==> config.mk <==
export PLATFORM = sky130hd
export DESIGN_NAME = i2s_sample_fifo
export DESIGN_NICKNAME = d
export VERILOG_FILES = /design/src/rtl/i2s_sample_fifo.sv
export SDC_FILE = /design/constraint.sdc
export NUM_CORES = 1
export LEC_CHECK = 0
export ABC_AREA = 1
export ABC_CLOCK_PERIOD_IN_PS = 2550
export BUFFER_PORTS_ARGS = -buffer_cell sky130_fd_sc_hd__buf_2
export CAP_MARGIN = 20
export CORE_ASPECT_RATIO = 0.75
export CORE_MARGIN = 2
export CORE_UTILIZATION = 33
export DETAILED_ROUTE_END_ITERATION = 7
export PLACE_DENSITY = 0.56
export SYNTH_ARGS = -nofsm -noshare
export SYNTH_HDL_FRONTEND = slang
export SYNTH_SLANG_ARGS = --single-unit
==> constraint.sdc <==
create_clock -name in_clk -period 2.55 [get_ports in_clk]
set_input_delay 0 -clock in_clk [delete_from_list [all_inputs] [get_ports in_clk]]
set_output_delay 0 -clock in_clk [all_outputs]
set_load 0.1 [all_outputs]
==> src/rtl/i2s_sample_fifo.sv <==
// i2s_sample_fifo: sample buffer between the audio producer and the I2S
// playback transmitter. Buffers BPS-bit words in a 2^DEPTH_LOG2-entry FIFO,
// prefills to START_LEVEL before enabling playback, pops one word for each
// rising edge of the transmitter's ready, and flags underruns.
// Optional feature: define I2S_FIFO_UNDERRUN_CNT_EN to build the saturating
// 16-bit underrun counter; otherwise out_underrun_cnt is tied to zero.

module i2s_sample_fifo #(
    parameter int BPS         = 24,
    parameter int DEPTH_LOG2  = 4,
    parameter int START_LEVEL = 4
) (
    input  logic                  in_clk,
    input  logic                  in_rst,
    input  logic [BPS-1:0]        in_wr_data,
    input  logic                  in_wr_valid,
    output logic                  out_wr_ready,
    input  logic                  in_i2s_ready,
    output logic [BPS-1:0]        out_sample,
    output logic                  out_en,
    output logic [DEPTH_LOG2:0]   out_level,
    output logic                  out_underrun,
    input  logic                  in_clr_underrun,
    output logic [15:0]           out_underrun_cnt
);

    localparam int                DEPTH      = 1 << DEPTH_LOG2;
    localparam logic [DEPTH_LOG2:0] FULL_LEVEL = (DEPTH_LOG2 + 1)'(DEPTH);
    localparam logic [DEPTH_LOG2:0] START_LVL  = (DEPTH_LOG2 + 1)'(START_LEVEL);

    typedef enum logic {
        S_FILL = 1'b0,
        S_RUN  = 1'b1
    } state_t;

    state_t                state_q, state_d;
    logic [DEPTH_LOG2-1:0] wr_ptr_q, wr_ptr_d;
    logic [DEPTH_LOG2-1:0] rd_ptr_q, rd_ptr_d;
    logic [DEPTH_LOG2:0]   level_q, level_d;
    logic [BPS-1:0]        sample_q, sample_d;
    logic                  en_q, en_d;
    logic                  underrun_q, underrun_d;
    logic                  prev_ready_q, prev_ready_d;
    logic                  req_q, req_d;

    logic [BPS-1:0]        mem_q [DEPTH];

    logic                  wr_fire;
    logic                  pop;
    logic                  underrun_evt;

    assign out_wr_ready = (level_q != FULL_LEVEL);
    assign wr_fire      = in_wr_valid && out_wr_ready;

    // Sample storage; written at the tail on every accepted write.
    // NOTE: the RAM has no reset; the pointers and level define which entries are valid.
    always_ff @(posedge in_clk) begin
        if (wr_fire) begin
            mem_q[wr_ptr_q] <= in_wr_data;
        end
    end

    // Request detect: one pulse per rising edge of the transmitter's ready,
    // registered so the pop lands on the following edge.
    always_comb begin
        prev_ready_d = in_i2s_ready;
        req_d        = in_i2s_ready && !prev_ready_q;
    end

    // Playback FSM, pop control and sample register next-state.
    // NOTE: every output of this block is defaulted first so no latch can be inferred.
    always_comb begin
        state_d      = state_q;
        sample_d     = sample_q;
        en_d         = en_q;
        pop          = 1'b0;
        underrun_evt = 1'b0;
        case (state_q)
            S_FILL: begin
                if (level_q >= START_LVL) begin
                    pop     = 1'b1;
                    en_d    = 1'b1;
                    state_d = S_RUN;
                end
            end
            S_RUN: begin
                if (req_q) begin
                    if (level_q != '0) begin
                        pop = 1'b1;
                    end else begin
                        // Underrun: hand the in-flight request silence and
                        // drop out_en so the transmitter returns to idle.
                        underrun_evt = 1'b1;
                        sample_d     = '0;
                        en_d         = 1'b0;
                        state_d      = S_FILL;
                    end
                end
            end
            default: state_d = S_FILL;
        endcase
        if (pop) begin
            sample_d = mem_q[rd_ptr_q];
        end
    end

    // Pointer and level bookkeeping; a simultaneous write and pop keeps the level.
    always_comb begin
        wr_ptr_d = wr_fire ? wr_ptr_q + 1'b1 : wr_ptr_q;
        rd_ptr_d = pop ? rd_ptr_q + 1'b1 : rd_ptr_q;
        case ({wr_fire, pop})
            2'b10:   level_d = level_q + 1'b1;
            2'b01:   level_d = level_q - 1'b1;
            default: level_d = level_q;
        endcase
    end

    // Sticky underrun flag; a new underrun wins over a clear in the same cycle.
    always_comb begin
        underrun_d = underrun_q;
        if (underrun_evt) begin
            underrun_d = 1'b1;
        end else if (in_clr_underrun) begin
            underrun_d = 1'b0;
        end
    end

    // State registers.
    // NOTE: sequential state uses non-blocking assignments so all flops update together.
    always_ff @(posedge in_clk or posedge in_rst) begin
        if (in_rst) begin
            state_q      <= S_FILL;
            wr_ptr_q     <= '0;
            rd_ptr_q     <= '0;
            level_q      <= '0;
            sample_q     <= '0;
            en_q         <= 1'b0;
            underrun_q   <= 1'b0;
            prev_ready_q <= 1'b1;
            req_q        <= 1'b0;
        end else begin
            state_q      <= state_d;
            wr_ptr_q     <= wr_ptr_d;
            rd_ptr_q     <= rd_ptr_d;
            level_q      <= level_d;
            sample_q     <= sample_d;
            en_q         <= en_d;
            underrun_q   <= underrun_d;
            prev_ready_q <= prev_ready_d;
            req_q        <= req_d;
        end
    end

    assign out_sample   = sample_q;
    assign out_en       = en_q;
    assign out_level    = level_q;
    assign out_underrun = underrun_q;

`ifdef I2S_FIFO_UNDERRUN_CNT_EN
    logic [15:0] cnt_q, cnt_d;

    // Saturating underrun counter; only reset clears it.
    always_comb begin
        cnt_d = cnt_q;
        if (underrun_evt && (cnt_q != 16'hFFFF)) begin
            cnt_d = cnt_q + 16'd1;
        end
    end

    // Underrun counter register.
    always_ff @(posedge in_clk or posedge in_rst) begin
        if (in_rst) begin
            cnt_q <= '0;
        end else begin
            cnt_q <= cnt_d;
        end
    end

    assign out_underrun_cnt = cnt_q;
`else
    assign out_underrun_cnt = 16'd0;
`endif

endmodule

==> Word level (Yosys, flattened, before mapping) <==
Memory sizes are Yosys's and may differ from the RTL's.
Index checks and enable logic that the tools add are counted.
{ "classes": {"add_sub_neg": 4, "magnitude_cmp": 1, "eq_ne": 7, "n_mux": 22, "bitwise": 1, "n_reduce_logical": 10} }
{ "op_table": {"columns": ["op", "n"], "rows": [
  ["2-to-1 mux 24 bit", 4],
  ["2-to-1 mux 1 bit", 14],
  ["case mux 5 bit (2 select lines)", 1],
  ["adder 4 x 1 -> 4 bit (second input constant)", 2],
  ["nonzero test 2 bit", 4],
  ["inequality test 2 bit (second input constant)", 3],
  ["case mux 1 bit (2 select lines)", 3],
  ["AND reduction 3 bit", 2],
  ["adder 5 x 1 -> 5 bit (second input constant)", 1],
  [">= comparator 5 x 3 -> 1 bit (second input constant)", 1],
  ["inequality test 5 bit (second input constant)", 1],
  ["nonzero test 5 bit", 1],
  ["subtractor 5 x 1 -> 5 bit (second input constant)", 1],
  ["== test 2 x 1 -> 1 bit (second input constant)", 1],
  ["== test 2 bit (second input constant)", 1],
  ["logical AND 1 bit", 2],
  ["inequality test 2 x 1 -> 1 bit (second input constant)", 1],
  ["logical NOT 1 bit", 1],
  ["NOT 1 bit", 1]
]} }
{ "word_totals": {"register_bits": 42, "ramBits": 384, "inputBits": 29, "out_inout_bits": 48, "elab_cells": 55, "memories": 1} }
{ "mem_list": {"columns": ["memory", "words", "width", "rd", "rd_ports_with_merged_regs", "write_ports", "line", "source"], "rows": [
  ["mem_q", 16, 24, 1, 0, 1, "46", "logic [BPS-1:0] mem_q [DEPTH];"]
]} }

==> Depth between registers and ports, before layout <==
{ "logic_depth": {"depth_word": 6, "depth_mapped": 20, "ltp_nobuf": 19} }

==> Least setup slack after synthesis <==
OpenSTA, ideal clock, no wires.
{ "synth_path": {"path_kind": "register to register", "start": "register level_q[0] (netlist: out_level[0])", "end": "memory mem_q[11][0], enable pin", "setup_time_ps": 405, "t_arrival_ps": 3601, "required_time_ps": 2145, "path_slack_ps": -1456, "path_stages_with_launch": 7, "n_path_buf": 0, "period_less_slack_ps": 4006, "cell_sequence": "dfrtp_1 nor2_1 nand3_1 nand2_1 nor2_1 inv_1 nor2_1"} }
{ "synth_via": {"elab_chain_cells": 4} }
{ "synth_rtl": {"columns": ["element", "line", "source"], "rows": [
  ["from (decl)", "39", "logic [DEPTH_LOG2:0] level_q, level_d;"],
  ["from (signal assigned)", "145", "level_q <= level_d;"],
  ["inequality test 5 bit", "52", "assign out_wr_ready = (level_q != FULL_LEVEL);"],
  ["via out_wr_ready", "17", "output logic out_wr_ready,"],
  ["logical AND 1 bit", "53", "assign wr_fire = in_wr_valid && out_wr_ready;"],
  ["2-to-1 mux 1 bit", "58", "if (wr_fire) begin"],
  ["2-to-1 mux 1 bit (not written as such)", "59", "mem_q[wr_ptr_q] <= in_wr_data;"],
  ["to (decl)", "46", null]
]} }
The timed path passes the listed nets, and every way through them passes these cells.

==> Final worst setup path <==
{ "layout_path": {"start": "register level_q[0] (netlist: out_level[0])", "end": "register level_q[4] (netlist: out_level[4])"} }
{ "layout_via": {"elab_chain_cells": 6, "elab_cells_between_ends": 14, "cone_classes": "2 x add/sub; 1 x order compare; 3 x eq/ne; 5 x mux; 3 x reduce/logical"} }
{ "layout_rtl": {"columns": ["element"], "rows": [
  ["branches (longest 6 deep; another with >= comparator 5 x 3 -> 1 bit)"]
]} }
Parallel ways; which one is timed is not known.
A chain may end at the register's enable or synchronous reset.

==> summary.md <==
| Metric | Value |
|---|---|
| Synth top area cells | `edfxtp_1 (67%), nand3_1 (10%), nand2_1 (10%)` |
| Worst-margin pin slew | `0.622 ns` |
| R2R cell count | `16` |
| Die height | `202 um` |
| Full die area | `54300 sq um` |
| Initial antenna violation count | `1` |
| Post-synth top area share | `66.7%` |
| Number of synthesized flops with an enable pin | `384` |
| Critical Path Max Stage Delay | `0.50 ns` |
| Max cap viols | `0` |
| Clock root cell | `clkbuf_16` |
| Synth Instances | `1444` |
| Sequential share of the synthesized area | `72.7%` |
| Antenna-violating nets left | `0` |
| Clk_skew | `0.00957 ns` |
| Final Setup Violations | `0` |
| Most frequent cells after synthesis | `nand2_1 (465), edfxtp_1 (384), nand3_1 (358)` |
| IO buf count | `60` |
| Flop2flop setup slack | `0.25 ns` |
| Initial Util | `33.5%` |
| Core area | `51700 sq um` |
| Min Tclk post-route | `2.30 ns` |
| Post-CTS Setup Inserts | `0` |
| Max-slew violation count | `0` |
| Post-synthesis async set-or-reset flop share | `9.86%` |
| Power per cell area | `1190 nW/um^2` |
| DRC | `0` |
| Fin Hold WS | `0.0757 ns` |
| CP startpoint | `out_level[0]` |
| Fmax | `0.435 GHz` |
| CTS tree | `yes` |
| Critical path class | `register to register` |
| Worst Hold Class | `input pin to async pin` |
| # rows | `72` |
| Reg clk slew, reported paths | `0.06 ns` |
| Crit Path Max Fanout | `5` |
| CP required | `2.99 ns` |
| GRT Total Usage | `16.4%` |
| HPWL after DPL | `26.0 mm` |
| Yosys warns | `0` |
| Ports | `77` |
| Post-route setup slack | `0.252 ns` |
| DR vias | `11.1k` |
| Leak | `7.44 nW` |
| Clk_lat worst skew | `0.56 ns` |
| Status | `finished clean` |
| Pre-CTS setup slack | `0.189 ns` |
| Final hold violations | `0` |
| WL/cell | `19.4 um` |
| Dominant synthesized flop cell | `edfxtp_1` |
| First-pass GRT wire length | `67.2 mm` |
| Slew headroom | `58.5%` |
| Routability congestion estimate | `0.794` |
| WP data arrival | `2.74 ns` |
| Critical path cell sequence | `nor2_2, nand3_2, nand2_2, inv_2, ha_1, inv_1, nand2_1, nand2_1, ha_1, inv_1, nand2_1, nand3_1, nand3b_1, nand2_1, nand2_1, o21ai_0` |
| Reg-to-Reg Start | `out_level[0]` |
| Largest net degree at the start of global routing | `114` |
| Most common cell in the synthesized netlist | `nand2_1` |
| Chip width | `268 um` |
| CP startpoint kind | `register` |
| Reg2Reg Capture Point | `out_level[4]` |
| Nets@finish | `1574` |
| Routed wire length | `44.1 mm` |
| Num CTS Buffers | `44` |
| Congestion Overflow GR | `0` |
| Yosys top cell by area | `edfxtp_1` |
| Proportion of layout cells with a drive suffix above 1 | `13.8%` |
| Power, Total | `24.2 mW` |
| Cell Area, Synth | `17300 sq um` |
| Period utilization | `90.1%` |
| Final core utilization | `39.2%` |
| DR pass1 iterations | `6` |
| Slowest-stage cell, CP | `dfrtp_4` |
| Cell mode on critical path | `nand2_1` |
| Mean Syn Cell Area | `12.0 sq um` |
| Placed Cells | `2165` |
| CP endpoint kind | `register` |
| Clock Sink Count | `426` |
| DRT iter0 DRCs | `1076` |
| Number of global-route vias before repair | `10.7k` |
| H-tree Lvls | `2` |
| Post-synthesis cell type count | `30` |
| Clock Path Buffers | `3` |
| Synthesized flop and latch total | `426` |
| Area grow syn2layout | `17.1%` |
| Layout Cells excl Fill | `2273` |
| VDD IR max | `0.000794 V` |
| Via density | `4.89` |
-- state kept, by name, indices dropped and copies added (netlist names) --
name and cells:
out_en 1, state_q 1, out_underrun 1, mem_q 384, wr_ptr_q 4, out_sample 24
req_q 1, prev_ready_q 1, rd_ptr_q 4, out_level 5
-- where the power goes --
part | switching [mW] | internal, mW | total, mW
logic | 6.90 | 2.25 | 9.15
clock network | 2.61 | 3.48 | 6.09
registers | 0.373 | 8.59 | 8.96
-- stage by stage --
stage                      TNS, ns  area, sq um
after CTS                        0        20200
after global placement           0        18600
final                            0        20300
after floorplan              -2.03        17400
after global routing      -0.00100        20300
after detailed placement         0        18600
-- area by class of cell --
class	count	area [sq um]
diodes	1	2.50
clock buffers	60	1230
clock inverters	19	124
fillers	4917	31500
inverters	27	109
multi-input cells	905	4220
flip-flops and latches	426	12600
well taps	703	880
repair buffers	132	1090
-- worst max-delay path by stage --
| stage | end | slack (ns) | cells after the start |
|---|---|---|---|
| floorplan | mem_q[11][0] | -0.007 | 6 |
| global placement | out_level[4] | 0.23 | 16 |
| global route | out_level[4] | -0.001 | 18 |
| detailed placement | out_level[4] | 0.19 | 16 |
| CTS | out_level[4] | 0.17 | 16 |
| finish | out_level[4] | 0.25 | 16 |
-- metal layers --
metal	vias up	GRT usage, %	routed length, um
li1	5217	-	-
met1	5510	24.2	20500
met2	337	25.0	20100
met3	48	3.11	2720
met4	0	3.75	692
met5	-	0	0
-- repair_timing --
action | CTS | global route
hold buffers | 28 | 0
endpoints found under the hold margin | 414 | 0
gates resized for setup | 0 | 2
endpoints found under the setup margin | 0 | 2
-- logic make-up after synthesis --
logic type / after synthesis / synth area share (%)
XOR/XNOR: 9 / 0.456
adder cells (fa/ha/maj): 9 / 0.651
AND/OR/NAND/NOR: 860 / 21.7
flip-flops: 426 / 72.7
AO/OA/AOI/OAI: 11 / 0.362
other: 1 / 0.0217
buffers and inverters: 128 / 4.08
-- cells in the final DEF, fill, tap and decap left out, types with 3 or more instances in the layout --
cell type      Yosys  final
buf_12             1     14
buf_2             39     60
buf_4             37     30
clkbuf_1          18     10
clkbuf_16          0     45
clkbuf_8           0      5
clkinv_1           1      6
clkinv_2           0      9
clkinvlp_4         0      4
conb_1             1     16
dfrtp_1           41     33
dfrtp_2            0      3
dfrtp_4            0      5
dlygate4sd3_1      0     28
edfxtp_1         384    384
ha_1               9      9
inv_1             23     21
inv_2              2      3
nand2_1          465    464
nand2_2            3      3
nand3_1          358    356
nand3_2           10     11
nor2_1            22      5
nor2_4             0     17
o21ai_0            7      7
xnor2_1            3      3
xor2_1             6      6
-- critical path, delay by kind of cell, from the launching register on --
family | cells | cell delay (ns)
AND/OR/NAND/NOR | 10 | 1.04
buffers and inverters | 3 | 0.18
flip-flops | 1 | 0.50
adder cells (fa/ha/maj) | 2 | 0.40
AO/OA/AOI/OAI | 1 | 0.07
Power figures use the tool's default switching activity.
